### src/rtl/uart_pkg.sv
// Shared UART definitions.
//   uart_state_e    : transmitter frame state (idle, start bit, data bits, stop bit)
//   UART_DATA_W     : data bits per frame (8N1 framing)
//   UART_OVERSAMPLE : clk_16x ticks per serial bit
//   UART_BIT_CNT_W  : width of the per-bit tick counter
package uart_pkg;

    localparam int unsigned UART_DATA_W     = 8;
    localparam int unsigned UART_OVERSAMPLE = 16;
    localparam int unsigned UART_BIT_CNT_W  = 4;

    typedef enum logic [1:0] {
        StIdle,
        StStart,
        StData,
        StStop
    } uart_state_e;

endpackage

### src/rtl/rr_arbiter.sv
// Combinational round-robin arbiter.
// Grants the first asserted request at or after index ptr, wrapping modulo NUM_REQ.
//   req    : per-requester request bits
//   ptr    : highest-priority index for this decision
//   en     : when low, no grant is issued
//   gnt    : one-hot grant (all-zero when disabled or nothing requested)
//   gnt_id : binary index of the granted requester (0 when no grant)
module rr_arbiter #(
    parameter int unsigned NUM_REQ = 3,
    localparam int unsigned ID_W = (NUM_REQ > 1) ? $clog2(NUM_REQ) : 1
) (
    input  logic [NUM_REQ-1:0] req,
    input  logic [ID_W-1:0]    ptr,
    input  logic               en,
    output logic [NUM_REQ-1:0] gnt,
    output logic [ID_W-1:0]    gnt_id
);

    logic        found;
    int unsigned idx;

    always_comb begin
        gnt    = '0;
        gnt_id = '0;
        found  = 1'b0;
        idx    = 0;
        if (en) begin
            for (int unsigned k = 0; k < NUM_REQ; k++) begin
                idx = (32'(ptr) + k) % NUM_REQ;
                if (!found && req[idx]) begin
                    found       = 1'b1;
                    gnt[idx]    = 1'b1;
                    gnt_id      = ID_W'(idx);
                end
            end
        end
    end

endmodule

### src/rtl/uart_tx_arbiter.sv
// One 8N1 UART transmitter shared by NUM_REQ byte sources with round-robin arbitration.
// Bit timing comes from the single-cycle clk_16x enable; each bit lasts 16 ticks.
//   clk       : system clock
//   rst       : synchronous active-high reset, aborts any frame in progress
//   clk_16x   : one-clk enable pulse at 16x the baud rate
//   req_valid : per-requester byte available
//   req_data  : requester i drives bits [i*DATA_W +: DATA_W]
//   req_ready : one-hot acceptance strobe, only while idle (combinational)
//   tx        : serial line, idle high (registered)
//   busy      : frame in progress (registered)
//   grant_id  : index of the last accepted requester (registered)
module uart_tx_arbiter
    import uart_pkg::*;
#(
    parameter int unsigned NUM_REQ = 3,
    parameter int unsigned DATA_W  = UART_DATA_W,
    localparam int unsigned ID_W   = (NUM_REQ > 1) ? $clog2(NUM_REQ) : 1
) (
    input  logic                      clk,
    input  logic                      rst,
    input  logic                      clk_16x,
    input  logic [NUM_REQ-1:0]        req_valid,
    input  logic [NUM_REQ*DATA_W-1:0] req_data,
    output logic [NUM_REQ-1:0]        req_ready,
    output logic                      tx,
    output logic                      busy,
    output logic [ID_W-1:0]           grant_id
);

    localparam int unsigned BIT_IDX_W = $clog2(DATA_W);
    localparam logic [UART_BIT_CNT_W-1:0] TICK_LAST = UART_BIT_CNT_W'(UART_OVERSAMPLE - 1);
    localparam logic [BIT_IDX_W-1:0]      BIT_LAST  = BIT_IDX_W'(DATA_W - 1);

    uart_state_e               state_q;
    logic [UART_BIT_CNT_W-1:0] tick_q;
    logic [BIT_IDX_W-1:0]      bit_idx_q;
    logic [DATA_W-1:0]         shift_q;
    logic [ID_W-1:0]           ptr_q;
    logic [ID_W-1:0]           grant_id_q;
    logic                      tx_q;
    logic                      busy_q;

    logic [NUM_REQ-1:0] arb_gnt;
    logic [ID_W-1:0]    arb_id;
    logic               arb_en;
    logic               accept;
    logic               bit_end;
    logic [DATA_W-1:0]  win_data;
    logic [ID_W-1:0]    ptr_nxt;

    // Ready is suppressed while reset is held so nothing is consumed during reset.
    assign arb_en = (state_q == StIdle) && !rst;

    rr_arbiter #(
        .NUM_REQ (NUM_REQ)
    ) u_arb (
        .req    (req_valid),
        .ptr    (ptr_q),
        .en     (arb_en),
        .gnt    (arb_gnt),
        .gnt_id (arb_id)
    );

    assign req_ready = arb_gnt;
    assign accept    = |arb_gnt;
    assign bit_end   = clk_16x && (tick_q == TICK_LAST);

    // One-hot mux of the winning byte.
    always_comb begin
        win_data = '0;
        for (int unsigned i = 0; i < NUM_REQ; i++) begin
            if (arb_gnt[i]) begin
                win_data = win_data | req_data[i*DATA_W +: DATA_W];
            end
        end
    end

    always_comb begin
        ptr_nxt = arb_id + ID_W'(1);
        if (32'(arb_id) == NUM_REQ - 1) begin
            ptr_nxt = '0;
        end
    end

    always_ff @(posedge clk) begin
        if (rst) begin
            state_q    <= StIdle;
            tick_q     <= '0;
            bit_idx_q  <= '0;
            shift_q    <= '0;
            ptr_q      <= '0;
            grant_id_q <= '0;
            tx_q       <= 1'b1;
            busy_q     <= 1'b0;
        end else begin
            case (state_q)
                StIdle: begin
                    // A tick coinciding with acceptance is dropped by clearing the counter.
                    if (accept) begin
                        shift_q    <= win_data;
                        grant_id_q <= arb_id;
                        ptr_q      <= ptr_nxt;
                        tick_q     <= '0;
                        tx_q       <= 1'b0;
                        busy_q     <= 1'b1;
                        state_q    <= StStart;
                    end
                end
                StStart: begin
                    if (clk_16x) begin
                        tick_q <= tick_q + 1'b1;
                    end
                    if (bit_end) begin
                        bit_idx_q <= '0;
                        tx_q      <= shift_q[0];
                        state_q   <= StData;
                    end
                end
                StData: begin
                    if (clk_16x) begin
                        tick_q <= tick_q + 1'b1;
                    end
                    if (bit_end) begin
                        shift_q   <= shift_q >> 1;
                        bit_idx_q <= bit_idx_q + 1'b1;
                        if (bit_idx_q == BIT_LAST) begin
                            tx_q    <= 1'b1;
                            state_q <= StStop;
                        end else begin
                            // Next bit is shift_q[1] because the shift lands this same edge.
                            tx_q <= shift_q[1];
                        end
                    end
                end
                StStop: begin
                    if (clk_16x) begin
                        tick_q <= tick_q + 1'b1;
                    end
                    if (bit_end) begin
                        busy_q  <= 1'b0;
                        state_q <= StIdle;
                    end
                end
                default: begin
                    tx_q    <= 1'b1;
                    busy_q  <= 1'b0;
                    state_q <= StIdle;
                end
            endcase
        end
    end

    assign tx       = tx_q;
    assign busy     = busy_q;
    assign grant_id = grant_id_q;

endmodule

### config.mk
export PLATFORM = sky130hd
export DESIGN_NAME = uart_tx_arbiter
export DESIGN_NICKNAME = d
export VERILOG_FILES = /design/src/rtl/uart_pkg.sv /design/src/rtl/rr_arbiter.sv /design/src/rtl/uart_tx_arbiter.sv
export SDC_FILE = /design/constraint.sdc
export NUM_CORES = 1
export LEC_CHECK = 0
export ABC_AREA = 1
export CORE_MARGIN = 4
export CORE_UTILIZATION = 35
export DETAILED_ROUTE_END_ITERATION = 6
export HOLD_SLACK_MARGIN = 0.08
export PLACE_DENSITY = 0.68
export REMOVE_ABC_BUFFERS = 1
export SYNTH_ARGS = -nofsm -noshare
export SYNTH_HDL_FRONTEND = slang
export SYNTH_SLANG_ARGS = --single-unit
### constraint.sdc
create_clock -name clk -period 6.65 [get_ports clk]
set_input_delay 1.995 -clock clk [delete_from_list [all_inputs] [get_ports clk]]
set_output_delay 1.995 -clock clk [all_outputs]
set_load 0.01 [all_outputs]
==> impl_metrics.env <==
export IMPL_status="completed"
export IMPL_fin_crit_sh=0.901
export IMPL_worst_r2r_path_depth=12
export IMPL_portBuffers=36
export IMPL_crit_family="buffers and inverters"
export IMPL_p_per_area_nw_per_um2=479
export IMPL_num_vias=1780
export IMPL_pin_count=37
export IMPL_clk_pin_slew_ns=0.08
export IMPL_async_flop_share=0
export IMPL_p_leak_nw=1.09
export IMPL_hold_class="flop to flop"
export IMPL_power_frac_clock=0.082
export IMPL_synth_ff_type="dfxtp_1"
export IMPL_reg2reg_slack_ns=4.42
export IMPL_mostFrequentLayoutCells="nand2_1, nor2_1, clkdlybuf4s50_1, inv_1, nand3_1"
export IMPL_seq_area_frac_synth=0.264
export IMPL_seqPwrFrac=0.193
export IMPL_grt_util_all_layers=0.137
export IMPL_p_sw_frac=0.528
export IMPL_cp_start_kind="input port"
export IMPL_drive_above_1_share=0.101
export IMPL_start_util=0.364
export IMPL_startpoint="req_valid[2]"
export IMPL_synth_edf_count=0
export IMPL_critPathCaptureType="output pin"
export IMPL_antenna_found_initial=0
export IMPL_clock_latency_ns=0.27
export IMPL_cts_sinks=23
export IMPL_final_util=0.464
export IMPL_firstDrtPassIters=4
export IMPL_cts_tree="done"
export IMPL_routedWlPerCell_um=10.8
export IMPL_avgSynthCellArea_um2=6.24
export IMPL_area_growth_pct=27.4
export IMPL_slew_headroom=0.670
export IMPL_critical_path_buf_inv_count=4
export IMPL_grt_pass1_wl_um=6980
export IMPL_synth_area_um2=1740
export IMPL_grt_pass1_vias=1578
export IMPL_yosys_top_cells_area="dfxtp_1, nand2_1, nand3_1, nor2_1, ha_1"
export IMPL_wl_um=4160
export IMPL_die_area_um2=6170
export IMPL_fillCellCount=495
export IMPL_cts_made_buffers=3
export IMPL_hold_viol=0
export IMPL_slowest_stage="clkdlybuf4s50_1"
export IMPL_dpl_instance_area_um2=2170
export IMPL_synth_top_cell_by_area="dfxtp_1"
export IMPL_cap_violations=0
export IMPL_timing_rr_end="shift_q[1]"
export IMPL_root_buffer="clkbuf_8"
export IMPL_rows=25
export IMPL_synth_seq_cells=23
export IMPL_fp_dieW_um=78.5
export IMPL_htree_levels=1
export IMPL_yosysUniqueCellTypes=26
export IMPL_critical_path_cell_chain="clkdlybuf4s50_1 -> inv_2 -> o21ai_2 -> nand2_4 -> nand3_1 -> nand2_1 -> nand2_2 -> nand2_4 -> inv_1 -> clkdlybuf4s50_1"
export IMPL_worst_slew_pin_slew_ns=0.494
export IMPL_syn_inst=279
export IMPL_rsz0062_at_grt="no"
export IMPL_cpPeakStageDelay_ns=0.58
export IMPL_dieHeight_um=78.5
export IMPL_overflow=0
export IMPL_diodes=0
export IMPL_intPower_uw=502
export IMPL_final_common_cell="nand2_1"
export IMPL_fmax_ghz=0.167
export IMPL_hold_depth=2
export IMPL_period_needed_ns=5.99
export IMPL_drt_iter0_drc=87
export IMPL_post_cts_buffers=0
export IMPL_comb_power_share=0.725
export IMPL_yosysWarnings=0
export IMPL_min_to="grant_id[0]"
export IMPL_drc=0
export IMPL_switchingPower_uw=561
export IMPL_cts_resized=0
export IMPL_grt_max_degree=17
export IMPL_drv_slew=0
export IMPL_setup_viol=0
export IMPL_skew_ns=0.00555
export IMPL_yosysTopAreaCellShare=0.264
export IMPL_critPathMaxFanout=8
export IMPL_finalSetupTns_ns=0
export IMPL_holdCritStartpoint="grant_id[0]"
export IMPL_drtAntennaViolNets=0
export IMPL_final_nets=359
export IMPL_coreArea_um2=4790
export IMPL_cts_hold_buf=0
export IMPL_routed_via_density=4.64
export IMPL_r2r_start="ptr_q[0]"
export IMPL_cts_buffer_depth=2
export IMPL_worstSetupPathType="input port to output pin"
export IMPL_gp_congestion=0.817
export IMPL_irDropWorstVdd_mv=0.202
export IMPL_final_area_um2=2220
export IMPL_cp_required_ns=4.66
export IMPL_worstPathArrival_ns=3.99
export IMPL_dpl_hpwl_um=3280
[layer usage]
| metal | GRT usage | up-vias | wire (um) | share of wire |
|---|---|---|---|---|
| met2 | 0.221 | 44 | 1770 | 0.42 |
| li1 | - | 958 | - | - |
| met4 | 0.0315 | 0 | 33 | 0.0079 |
| met3 | 0.0229 | 4 | 191 | 0.046 |
| met1 | 0.191 | 774 | 2170 | 0.52 |
| met5 | 0 | - | 0 | 0 |
[area by class of cell]
| cell class | instances | area, um2 | share of cell area |
|---|---|---|---|
| clock inverters | 1 | 5.00 | 0.00225 |
| well taps | 67 | 83.8 | 0.0378 |
| multi-input cells | 212 | 1100 | 0.497 |
| repair buffers | 38 | 375 | 0.169 |
| flip-flops and latches | 23 | 460 | 0.207 |
| clock buffers | 3 | 41.3 | 0.0186 |
| inverters | 40 | 150 | 0.0676 |
[kinds of logic (layout without fill, tap and decap cells)]
group                      count (synthesis)  count (layout)  share of synthesized area
DFF                                       23              23                      0.264
and+or+nand+nor                          174             174                      0.469
AOI/OAI and AO/OA                         27              27                     0.0855
buffers and inverters                     44              82                      0.102
adders and majority gates                 11              11                     0.0790
[worst max path at each step]
| stage | endpoint | slack (ns) | depth (start not counted) |
|---|---|---|---|
| 2_1_floorplan | req_ready[1] | 1.85 | 3 |
| 3_3_place_gp | req_ready[2] | 0.73 | 10 |
| 3_5_place_dp | req_ready[2] | 0.67 | 10 |
| 4_1_cts | req_ready[2] | 0.67 | 10 |
| 5_1_grt | req_ready[2] | 0.53 | 10 |
| 6_report | req_ready[2] | 0.66 | 10 |
[synthesized netlist by cell type, types with 2 or more instances]
cell type  number
inv_1          34
nand2_4         5
nor2_1         40
clkbuf_1        2
ha_1           11
o21ai_0        11
dfxtp_1        23
nand4_1         7
nand2_2         8
inv_2           5
nor2_2          3
a21oi_1        12
nand2_1        76
nand3_1        30
[registers in the layout, indices dropped and copies added, names as in the netlist]
| signal | count |
|---|---|
| shift_q | 8 |
| tick_q | 4 |
| bit_idx_q | 3 |
| grant_id | 2 |
| ptr_q | 2 |
| state_q | 2 |
| busy | 1 |
| tx | 1 |
[stage by stage]
| step | power [mW] | hold slack, ns | instances | setup slack, ns |
|---|---|---|---|---|
| floorplan | 0.789 | 0.430 | 275 | 1.85 |
| global placement | 0.970 | 0.437 | 380 | 0.726 |
| detailed placement | 0.977 | 0.443 | 380 | 0.671 |
| CTS | 1.07 | 0.458 | 384 | 0.668 |
| global route | 1.19 | 0.485 | 384 | 0.525 |
| finish | 1.06 | 0.450 | 384 | 0.660 |
[tightest hold or removal path, delay by kind of cell, from the launching register on]
kind,cells,cell delay [ns]
flip-flops,1,0.31
AND/OR/NAND/NOR,2,0.10
[power by group through the flow]
stage,Clock [mW],Combinational (mW),Sequential (mW)
after CTS,0.0920,0.773,0.205
after global placement,0,0.763,0.207
after global routing,0.0961,0.880,0.210
after detailed placement,0,0.769,0.208
after floorplan,0,0.581,0.208
final,0.0874,0.770,0.205
Power figures use the tool's default switching activity.
